[config.mk]
export PLATFORM = sky130hd
export DESIGN_NAME = sample_serializer
export DESIGN_NICKNAME = d
export VERILOG_FILES = /design/src/rtl/sample_serializer.sv
export SDC_FILE = /design/constraint.sdc
export NUM_CORES = 1
export LEC_CHECK = 0
export CORE_ASPECT_RATIO = 0.8
export CORE_MARGIN = 5
export CORE_UTILIZATION = 50
export CTS_BUF_LIST = sky130_fd_sc_hd__clkbuf_8
export DETAILED_ROUTE_END_ITERATION = 7
export PLACE_DENSITY_LB_ADDON = 0.05
export SYNTH_ARGS = -nofsm -noshare
export SYNTH_HDL_FRONTEND = slang
export SYNTH_SLANG_ARGS = --single-unit
[constraint.sdc]
create_clock -name clk -period 2.2 [get_ports clk]
set_clock_uncertainty 0.2 [all_clocks]
set_input_delay 0.44 -clock clk [delete_from_list [all_inputs] [get_ports clk]]
set_output_delay 0.44 -clock clk [all_outputs]
set_load 0.1 [all_outputs]
[src/rtl/sample_serializer.sv]
// sample_serializer: captures a parallel frame of signed samples and streams
// them out one per beat over a valid/ready handshake, C0 first.
module sample_serializer #(
   parameter int unsigned SAMPLE_COUNT = 8,
   parameter int unsigned DATA_W       = 8
) (
   input  logic                     clk,
   input  logic                     rst,
   input  logic                     load,
   input  logic signed [DATA_W-1:0] C0,
   input  logic signed [DATA_W-1:0] C1,
   input  logic signed [DATA_W-1:0] C2,
   input  logic signed [DATA_W-1:0] C3,
   input  logic signed [DATA_W-1:0] C4,
   input  logic signed [DATA_W-1:0] C5,
   input  logic signed [DATA_W-1:0] C6,
   input  logic signed [DATA_W-1:0] C7,
   output logic                     load_ready,
   output logic signed [DATA_W-1:0] out_data,
   output logic                     out_valid,
   input  logic                     out_ready,
   output logic [2:0]               out_idx,
   output logic                     out_last,
   output logic [7:0]               frame_cnt
);

   localparam int unsigned  BUF_DEPTH = 8;
   localparam int unsigned  IDX_W     = 3;
   localparam int unsigned  CNT_W     = 8;
   localparam logic [IDX_W-1:0] LAST_IDX = IDX_W'(SAMPLE_COUNT - 1);

   localparam logic [0:0] S_IDLE = 1'b0;
   localparam logic [0:0] S_SEND = 1'b1;

   logic [0:0]              state_q, state_d;
   logic [IDX_W-1:0]        idx_q, idx_d;
   logic [CNT_W-1:0]        cnt_q, cnt_d;
   logic signed [DATA_W-1:0] buf_q [BUF_DEPTH];
   logic signed [DATA_W-1:0] buf_d [BUF_DEPTH];

   logic beat_c;
   logic last_beat_c;
   logic accept_c;

   // Handshake decode: a beat completes on valid & ready; a load is taken
   // whenever the frame buffer is free at this edge.
   always_comb begin
      beat_c      = (state_q == S_SEND) && out_ready;
      last_beat_c = beat_c && (idx_q == LAST_IDX);
      load_ready  = (state_q == S_IDLE) || last_beat_c;
      accept_c    = load && load_ready;
   end

   // Next-state logic: capture on accept, advance on beat, wrap on last beat.
   always_comb begin
      state_d = state_q;
      idx_d   = idx_q;
      cnt_d   = cnt_q;
      buf_d   = buf_q;
      case (state_q)
         S_IDLE: begin
            if (accept_c) begin
               state_d = S_SEND;
               idx_d   = '0;
            end
         end
         S_SEND: begin
            if (last_beat_c) begin
               cnt_d   = cnt_q + CNT_W'(1);
               idx_d   = '0;
               state_d = load ? S_SEND : S_IDLE;
            end else if (beat_c) begin
               idx_d = idx_q + IDX_W'(1);
            end
         end
         default: begin
            state_d = S_IDLE;
            idx_d   = '0;
         end
      endcase
      if (accept_c) begin
         buf_d[0] = C0;
         buf_d[1] = C1;
         buf_d[2] = C2;
         buf_d[3] = C3;
         buf_d[4] = C4;
         buf_d[5] = C5;
         buf_d[6] = C6;
         buf_d[7] = C7;
      end
   end

   // State registers with synchronous active-low reset taking priority.
   always_ff @(posedge clk) begin
      if (!rst) begin
         state_q <= S_IDLE;
         idx_q   <= '0;
         cnt_q   <= '0;
         for (int i = 0; i < BUF_DEPTH; i++) buf_q[i] <= '0;
      end else begin
         state_q <= state_d;
         idx_q   <= idx_d;
         cnt_q   <= cnt_d;
         for (int i = 0; i < BUF_DEPTH; i++) buf_q[i] <= buf_d[i];
      end
   end

   // Output views of the registered state.
   always_comb begin
      out_valid = (state_q == S_SEND);
      out_idx   = idx_q;
      out_last  = out_valid && (idx_q == LAST_IDX);
      out_data  = buf_q[idx_q];
      frame_cnt = cnt_q;
   end

endmodule

==> impl_metrics.csv <==
group,metric,value,unit
global_route,grt_pass1_vias,3134,
global_route,grt_start_max_net_pins,75,
finish,instances_no_fill,554,
clock_network,clock-sinks,76,
critical_path,path_class,"reg -> out",
place,place_ws,-43.6,ps
route,drc,0,
critical_path,end_kind,"output pin",
power,total_power,3.25,mW
global_route,grt_pass1_wl,15400,um
yosys,yosysWarnings,0,
critical_path,rr_startpoint,"out_idx[0]$_SDFFE_PN0P_",
global_route,antenna_found_initial,0,
global_route,grt_overflow,0,
yosys,async_flop_share,0,%
route,wl,9810,um
finish,synthToLayoutAreaGrowth,40.9,%
route,drt_iter0_drc,284,
power,switchingPower,890,uW
critical_path,crit_arrival,1950,ps
yosys,syn_area_per_cell,9.11,um2
power,p_sw_share,27.4,%
outcome,violations,"negative setup slack",
sta,rsz0062_at_grt,"yes",
critical_path,cp.required,1560,ps
power,seq_power_share,45.7,%
finish,fillCellCount,507,
yosys,synth_area,3480,um2
power,combPwrFrac,18.3,%
yosys,synthTopCellsByArea,"dfxtp_1, a21oi_1, nand3_1, o21ai_0, mux4_1",
sta,relSlewSlack,73.1,%
finish,nets,533,
sta,max_freq,387,MHz
power,clock_power_share,35.9,%
yosys,synthTopCellsByCount,"dfxtp_1, a21oi_1, nand3_1",
yosys,yosysUniqueCellTypes,29,
die,rows,27,
min_path,hold_start,"load",
critical_path,rr_worst_depth,7,
place,gp_congestion,0.794,
clock_network,cts_hold_buffers,0,
place,port_buffers,89,
power,power_density,664,nW/um2
clock_network,cts_htree_levels,3,
die,die-area,8740,um2
finish,drive_gt1_share,19.7,%
critical_path,startpoint,"out_idx[0]$_SDFFE_PN0P_",
clock_network,clk_pin_slew,90,ps
power,peakVddDrop,0.369,mV
finish,num_antenna_cells,0,
critical_path,crit_chain,"buf_4, mux4_2, mux2_4, buf_12",
route,wl_per_cell,17.7,um
yosys,synth_edf_count,0,
critical_path,critPathMaxFanout,8,
route,vias_per_cell,5.92,
clock_network,clock_latency,360,ps
clock_network,clockBufferDepth,2,
sta,hold_viol,0,
sta,fin_crit,2590,ps
die,io-pin-count,90,
sta,setup_ws,-387,ps
sta,fin_crit_sh,118,%
clock_network,cts_buffers,9,
yosys,yosysSeqAreaShare,43.7,%
clock_network,cts_tree,"done",
die,core_area,6820,um2
outcome,outcome,"finished with violations",
route,drtPass1Iterations,4,
yosys,synth_most_common_cell,"dfxtp_1",
sta,tightest_slew,400,ps
global_route,track_usage,22.5,%
place,numPlacedInstances,533,
power,cell_internal_pwr,2.36,mW
critical_path,start_kind,"flop",
place,place_hpwl,6650,um
critical_path,crit_slowest_cell,"mux4_2",
yosys,synth_cells,382,
sta,maxSlewViolCount,0,
die,fp.dieW,103,um
yosys,yosysTopAreaCell,"dfxtp_1",
critical_path,max_stage_delay,530,ps
route,vias,3279,
yosys,synth.net_count,453,
sta,setup_viol,10,
die,start_util,51.0,%
min_path,whs_path_depth,3,
yosys,ys_seq_elements,76,
yosys,synthDominantCellAreaShare,43.7,%
yosys,synth_flop_cell,"dfxtp_1",
route,ant_nets,0,
clock_network,cts-root-buf,"clkbuf_8",
die,die_y,84.6,um
job,drv_cap,0,
power,p_leak,1.76,nW
min_path,hold_path.class,"in -> reg",
critical path: cells and delay by family (launching register included):
family,cells,cell delay [ps]
buffers and inverters,2,320
multiplexers,2,830
flip-flops,1,440
metal layers:
metal	vias to the layer above	track usage [%]	wire length, um
li1	1567	-	-
met1	1583	30.9	4260
met2	111	34.5	4660
met4	0	6.35	191
met3	18	6.73	705
met5	-	0	0
path summary, 6_finish.rpt:
kind	slack (ps)	endpoint
max	-390	out_data[1]
min	250	buf_q[40]$_SDFFE_PN0P_
max reg2reg	60	frame_cnt[5]$_SDFFE_PN0P_
min reg2reg	280	buf_q[19]$_SDFFE_PN0P_
timing repair:
item                                   4_1_cts  5_1_grt
resized for setup                            7        9
gates cloned                                 0        0
endpoints found under the hold margin        0        0
buffers inserted                             3        2
setup endpoints to repair                   64       49
pin swaps                                    1        1
sequential cells by signal, summed over array words and instances, names as in the netlist:
signal	count
frame_cnt	8
buf_q	64
out_valid	1
out_idx	3
layout make-up:
| class | instances | area, um2 | share of cell area, % |
|---|---|---|---|
| multi-input combinational | 260 | 1780 | 36.2 |
| timing repair buffer | 110 | 1250 | 25.5 |
| clock inverter | 7 | 92.6 | 1.89 |
| sequential | 76 | 1530 | 31.2 |
| clock buffer | 9 | 124 | 2.53 |
| inverter | 5 | 21.3 | 0.434 |
| tap | 87 | 109 | 2.22 |
kinds of logic after synthesis:
family                     Yosys count  synth area share [%]
and+or+nand+nor                     88                  12.8
buffers and inverters               46                  6.11
AOI/OAI and AO/OA                  138                  20.1
DFF                                 76                  43.7
adders and majority gates            3                  1.08
muxes                               29                  15.7
xor gates and xnor gates             2                 0.503
power by group through the flow:
| stage | registers, mW | logic, mW | clock network [mW] |
|---|---|---|---|
| floorplan | 1.51 | 0.322 | 0 |
| global placement | 1.51 | 0.571 | 0 |
| detailed placement | 1.52 | 0.578 | 0 |
| CTS | 1.49 | 0.588 | 1.18 |
| global route | 1.50 | 0.635 | 1.23 |
| finish | 1.49 | 0.596 | 1.17 |
cells in the final DEF (no fill, tap or decap), types with 2 or more instances in the layout:
master           synthesis  routed
ha_4                     0       2
inv_1                    4       3
mux4_2                   4      14
clkbuf_8                 0       9
nor2_1                   6       6
nor4_1                   2       2
dfxtp_1                 76      72
clkdlybuf4s50_1          0      66
inv_2                    1       2
mux2i_1                  5       5
mux2_4                   0       8
buf_12                   1      20
nand4_1                  2       2
clkinvlp_4               0       2
a21oi_1                 68      68
dfxtp_2                  0       2
nand3_1                 67      67
xor2_1                   2       2
buf_4                    0      20
dfxtp_4                  0       2
bufinv_16                0       2
nand2b_1                 2       2
or3_1                    2       2
o21ai_0                 66      66
buf_6                    1       3
nand2_1                  4       4
a22oi_1                  2       2
mux4_1                  12       2
metrics by stage:
step	util, %	area (um2)	hold slack, ps	setup TNS [ps]
6_report	71.9	4900	253	-3150
5_1_grt	71.9	4900	275	-3480
4_1_cts	71.4	4870	246	-3240
3_5_place_dp	67.7	4620	264	-558
3_3_place_gp	67.7	4620	254	0
2_1_floorplan	-	3510	249	-1580
No activity file was read; power rests on OpenSTA's default activity.
==> RTL edit 1: new RTL, config.mk and constraints unchanged <==
Put a register stage on the output `frame_cnt`, with the module's reset. The value now appears one clock later. The other outputs are not delayed to match.
--- a/src/rtl/sample_serializer.sv
+++ b/src/rtl/sample_serializer.sv
@@ -33,2 +33,4 @@
    localparam logic [0:0] S_SEND = 1'b1;
+
+   logic [7:0] frame_cnt_d;
 
@@ -113,3 +115,11 @@
       out_data  = buf_q[idx_q];
-      frame_cnt = cnt_q;
+      frame_cnt_d = cnt_q;
+   end
+
+   always_ff @(posedge clk) begin
+      if (!rst) begin
+         frame_cnt <= '0;
+      end else begin
+         frame_cnt <= frame_cnt_d;
+      end
    end
Check against the original RTL: not equivalent (a bounded check fails within 10 cycles, from zero or initial values and one cycle with rst low).
==> RTL edit 1 against the original RTL <==
Highest routed layer unchanged; design area increased by 5.2%; sequential cell count increased by 8; non-clock buffer count increased by 4; power increased by 5.3%; critical path depth unchanged; critical endpoint is now out_data[6]; clock power about the same; utilization decreased by 1.1 points; largest cell class unchanged; setup slack improved by 0.076 ns; area after synthesis increased by 5.7%; count of clock-buffer cells in the layout increased by 1; largest power group unchanged; sequential power increased by 9%; the run still ends with negative setup slack left; wire length increased by 5.5%.
==> RTL edit 1: results (changes against the original RTL) <==
Post-Synth XOR/XNOR Area -> 0.476% (-0.027 points)
Worst-Margin Slew -> 0.433 ns (+0.0330 ns)
Multi-input combinational area share -> 35.2% (-0.97 points)
M1 GR Usage -> 33.2% (+2.3 points)
FF-to-FF setup slack -> 0.03 ns (-0.03 ns)
Cell Pwr Density -> 665 nW/um2 (+0.17%)
Met2 WL -> 4.64 mm (-0.28%)
Synth unique cells -> 28 (-3.4%)
WHS -> 0.278 ns (+0.0246 ns)
Vias in the first global route -> 3234 (+3.2%)
Post-synthesis adder-cell area fraction -> 1.02% (-0.058 points)
Non-filler cells in the finished layout -> 573 (+3.4%)
CP Data Arrival Time -> 1.87 ns (-0.08 ns)
Worst reg2reg endpoint -> cnt_q[5]$_SDFFE_PN0P_
Tot GR Track Use -> 22.9% (+0.41 points)
Placed cell count -> 552 (+3.6%)
Setup TNS -> -2.48 ns (+0.663 ns)
Standard-cell rows -> 28 (+3.7%)
Multi-input gates -> 266 (+2.3%)
Post-synth net total -> 467 (+3.1%)
Endpoints failing setup -> 10 (unchanged)
Leakage -> 1.89 nW (+7.0%)
Dpl cell area -> 4870 um2 (+5.5%)
HPWL after detailed placement -> 7.01 mm (+5.4%)
First-pass GRT wire length -> 16.6 mm (+7.7%)
Worst-path fanout max -> 7 (-1)
Largest net degree at the start of global routing -> 66 (-12%)
Final worst slack -> -0.311 ns (+0.0761 ns)
Clk slew on worst S/H paths -> 0.07 ns (-0.02 ns)
Clock buffer count -> 10 (+1)
Register area -> 1690 um2 (+10%)
Area delta synth->final -> 40.2%
VDD IR max -> 0.356 mV (-3.6%)
Status -> finished with violations
Failing checks -> negative setup slack
CP peak stage delay -> 0.51 ns (-0.02 ns)
Crit path capture -> out_data[6]
Met3 Wirelength -> 727 um (+3.1%)
Clock-cell share of area -> 3.98% (-0.43 points)
Synth Area in Compound Gates -> 19.0% (-1.1 points)
GRT met2 Usage -> 34.1% (-0.34 points)
DRT iter0 DRCs -> 196 (-31%)
Layout cells sized above 1 -> 20.1% (+0.38 points)
Final Wtd Congestion -> 0.841 (+5.9%)
WL met1 -> 4.85 mm (+14%)
Resize count post-CTS -> 13 (+6)
Vias -> 3306 (+0.82%)
Hold WC Path Type -> reg -> reg
Post-CTS Setup Bufs -> 4 (+1)
Ranking of synthesized cells by area -> dfxtp_1 46%, a21oi_1 9.3%, nand3_1 9.1%, o21ai_0 9.0%, mux4_1 8.6%
# fillers -> 585 (+15%)
GRT met3 Usage -> 5.58% (-1.1 points)
Most frequent cells after synthesis -> 84 x dfxtp_1, 68 x a21oi_1, 67 x nand3_1
Sw Ratio -> 25.8% (-1.5 points)
-- RTL edit 1: cell count changes in the layout (fill, tap and decap cells not counted), moves of 3 or more --
cell,before,now
dfxtp_1,72,80
and2_1,0,7
o21ai_0,66,60
o21ai_1,0,6
nor2_1,6,9
-- RTL edit 1: worst min-delay path by stage --
stage                           startpoint                endpoint  slack (ns)  cells past startpoint
floorplan           buf_q[48]$_SDFFE_PN0P_  buf_q[48]$_SDFFE_PN0P_        0.25                      2
global placement    buf_q[32]$_SDFFE_PN0P_  buf_q[32]$_SDFFE_PN0P_        0.26                      2
detailed placement  buf_q[13]$_SDFFE_PN0P_  buf_q[13]$_SDFFE_PN0P_        0.27                      2
CTS                 buf_q[13]$_SDFFE_PN0P_  buf_q[13]$_SDFFE_PN0P_        0.28                      2
global route        buf_q[13]$_SDFFE_PN0P_  buf_q[13]$_SDFFE_PN0P_        0.29                      2
finish              buf_q[37]$_SDFFE_PN0P_  buf_q[37]$_SDFFE_PN0P_        0.28                      2
==> RTL edit 2: new RTL, same settings <==
Made on the original files. The parameter `SAMPLE_COUNT` goes from 8 to 6.
--- a/src/rtl/sample_serializer.sv
+++ b/src/rtl/sample_serializer.sv
@@ -3,3 +3,3 @@
 module sample_serializer #(
-   parameter int unsigned SAMPLE_COUNT = 8,
+   parameter int unsigned SAMPLE_COUNT = 6,
    parameter int unsigned DATA_W       = 8
Function: changed (Yosys sat finds a counterexample within 10 cycles, from zero or initial values and one cycle with rst low).
==> RTL edit 2 against the original RTL <==
The run still ends with negative setup slack left; wire length fell by 13%; power fell by 0.38%; design area rose by 4.6%; sequential cell count did not move; count of clock-buffer cells in the layout did not move; non-clock buffer count rose by 2; sequential share of layout area fell by 1.3 points; setup slack improved by 0.025 ns; area after synthesis rose by 4.9%; combinational power rose by 5.2%; critical endpoint is now out_data[6]; largest cell class unchanged.
==> RTL edit 2: results (changes against the original RTL) <==
# fillers -> 530 (+4.5%)
Failing checks -> negative setup slack
Worst-path fanout max -> 5 (-3)
Final net count -> 539 (+1.1%)
Clk slew on worst S/H paths -> 0.08 ns
Pre-CTS setup slack -> -0.00828 ns (+0.0354 ns)
Drt total wl -> 8.54 mm (-13%)
CTS buffer count -> 9 (unchanged)
Met3 Wirelength -> 568 um (-19%)
Status -> finished with violations
Most used DFF post-synth -> dfxtp_1
WL met1 -> 3.86 mm (-9.3%)
Final worst slack -> -0.362 ns (+0.0249 ns)
Max FFs per register -> 64 (unchanged)
Worst hold start -> buf_q[34]$_SDFFE_PN0P_
VDD IR max -> 0.399 mV (+8.1%)
Sequential area share after synthesis -> 41.7% (-2.0 points)
Worst hold stages -> 2 (-1)
Ranking of synthesized cells by area -> dfxtp_1 42%, mux2i_1 18%, nand2_1 14%, mux4_2 8.0%, mux4_1 2.2%
WHS -> 0.255 ns (+0.00219 ns)
Endpoints failing setup -> 8 (-2)
Layout cells sized above 1 -> 20.6% (+0.85 points)
R2R depth -> 8 (+1)
DR pass1 iterations -> 5 (+1)
Dpl cell area -> 4790 um2 (+3.6%)
Most frequent cells after synthesis -> 133 x nand2_1, 76 x dfxtp_1, 66 x mux2i_1
Tot GR Track Use -> 19.6% (-3.0 points)
Buffers on Ports -> 89 (unchanged)
HPWL after detailed placement -> 6.00 mm (-9.8%)
Hold WC Path Type -> reg -> reg
Worst-Skew Late Latency -> 0.34 ns (-0.02 ns)
Largest net degree at the start of global routing -> 41 (-45%)
Initial antenna violation count -> 0 (unchanged)
Synth unique cells -> 32 (+10%)
Leakage -> 2.06 nW (+17%)
Hold Path End -> buf_q[34]$_SDFFE_PN0P_
Met2 WL -> 4.02 mm (-14%)
Post-synth net total -> 445 (-1.8%)
Worst reg2reg endpoint -> buf_q[2]$_SDFFE_PN0P_
Vias -> 2943 (-10%)
DRT iter0 DRCs -> 107 (-62%)
FF-to-FF setup slack -> 0.13 ns (+0.07 ns)
CP startpoint -> out_idx[0]$_SDFFE_PN0P_
Final Wtd Congestion -> 0.794 (about the same)
Worst-Margin Slew -> 0.490 ns (+0.0898 ns)
Crit path capture -> out_data[6]
CP Data Arrival Time -> 1.92 ns (-0.03 ns)
Setup TNS -> -2.76 ns (+0.385 ns)
First-pass GRT wire length -> 14.3 mm (-7.2%)
DR top layer -> met4
## RTL edit 2: per-stage QoR
step,instances,util [%]
floorplan,374,-
global placement,536,68.4
detailed placement,536,68.4
CTS,554,72.5
global route,559,73.4
finish,559,73.4
## RTL edit 2: final cells by class
type                       instances  share of cell area, %
multi-input combinational        266                   38.6
sequential                        76                   29.9
tap                               87                   2.12
clock buffer                       9                   2.41
clock inverter                     6                   1.58
inverter                           3                  0.219
timing repair buffer             112                   25.1
## RTL edit 2: critical path, cell delays in order (launching register included)
cell	delay [ns]
dfxtp_4	0.37
buf_12	0.12
buf_6	0.10
mux4_2	0.51
mux2_4	0.30
buf_12	0.17
## RTL edit 2: logic make-up (layout without fill, tap and decap cells)
family	Yosys count	count (layout)	share of synthesized area [%]
fa+ha+maj	3	3	1.03
buf+inv	32	130	5.48
mux	90	90	31.3
flops	76	76	41.7
xor+xnor	1	1	0.240
simple gates	154	154	17.5
compound gates	18	18	2.81
## RTL edit 2: power by group
group / internal, mW / switching (mW) / total (mW) / leakage [nW]
Combinational: 0.330 / 0.298 / 0.627 / 1.33
Clock: 0.625 / 0.491 / 1.12 / 0.106
Sequential: 1.45 / 0.0491 / 1.50 / 0.627
## RTL edit 2: timing repair
action,4_1_cts,5_1_grt
setup buffers,3,6
resized for setup,12,2
hold buffers,0,0
endpoints found under the setup margin,10,10
pin swaps,1,2
## RTL edit 2: layer usage
layer | GRT usage, % | up-vias
met5 | 0 | -
met4 | 5.18 | 0
met3 | 5.51 | 9
met2 | 31.5 | 96
met1 | 26.1 | 1371
li1 | - | 1467
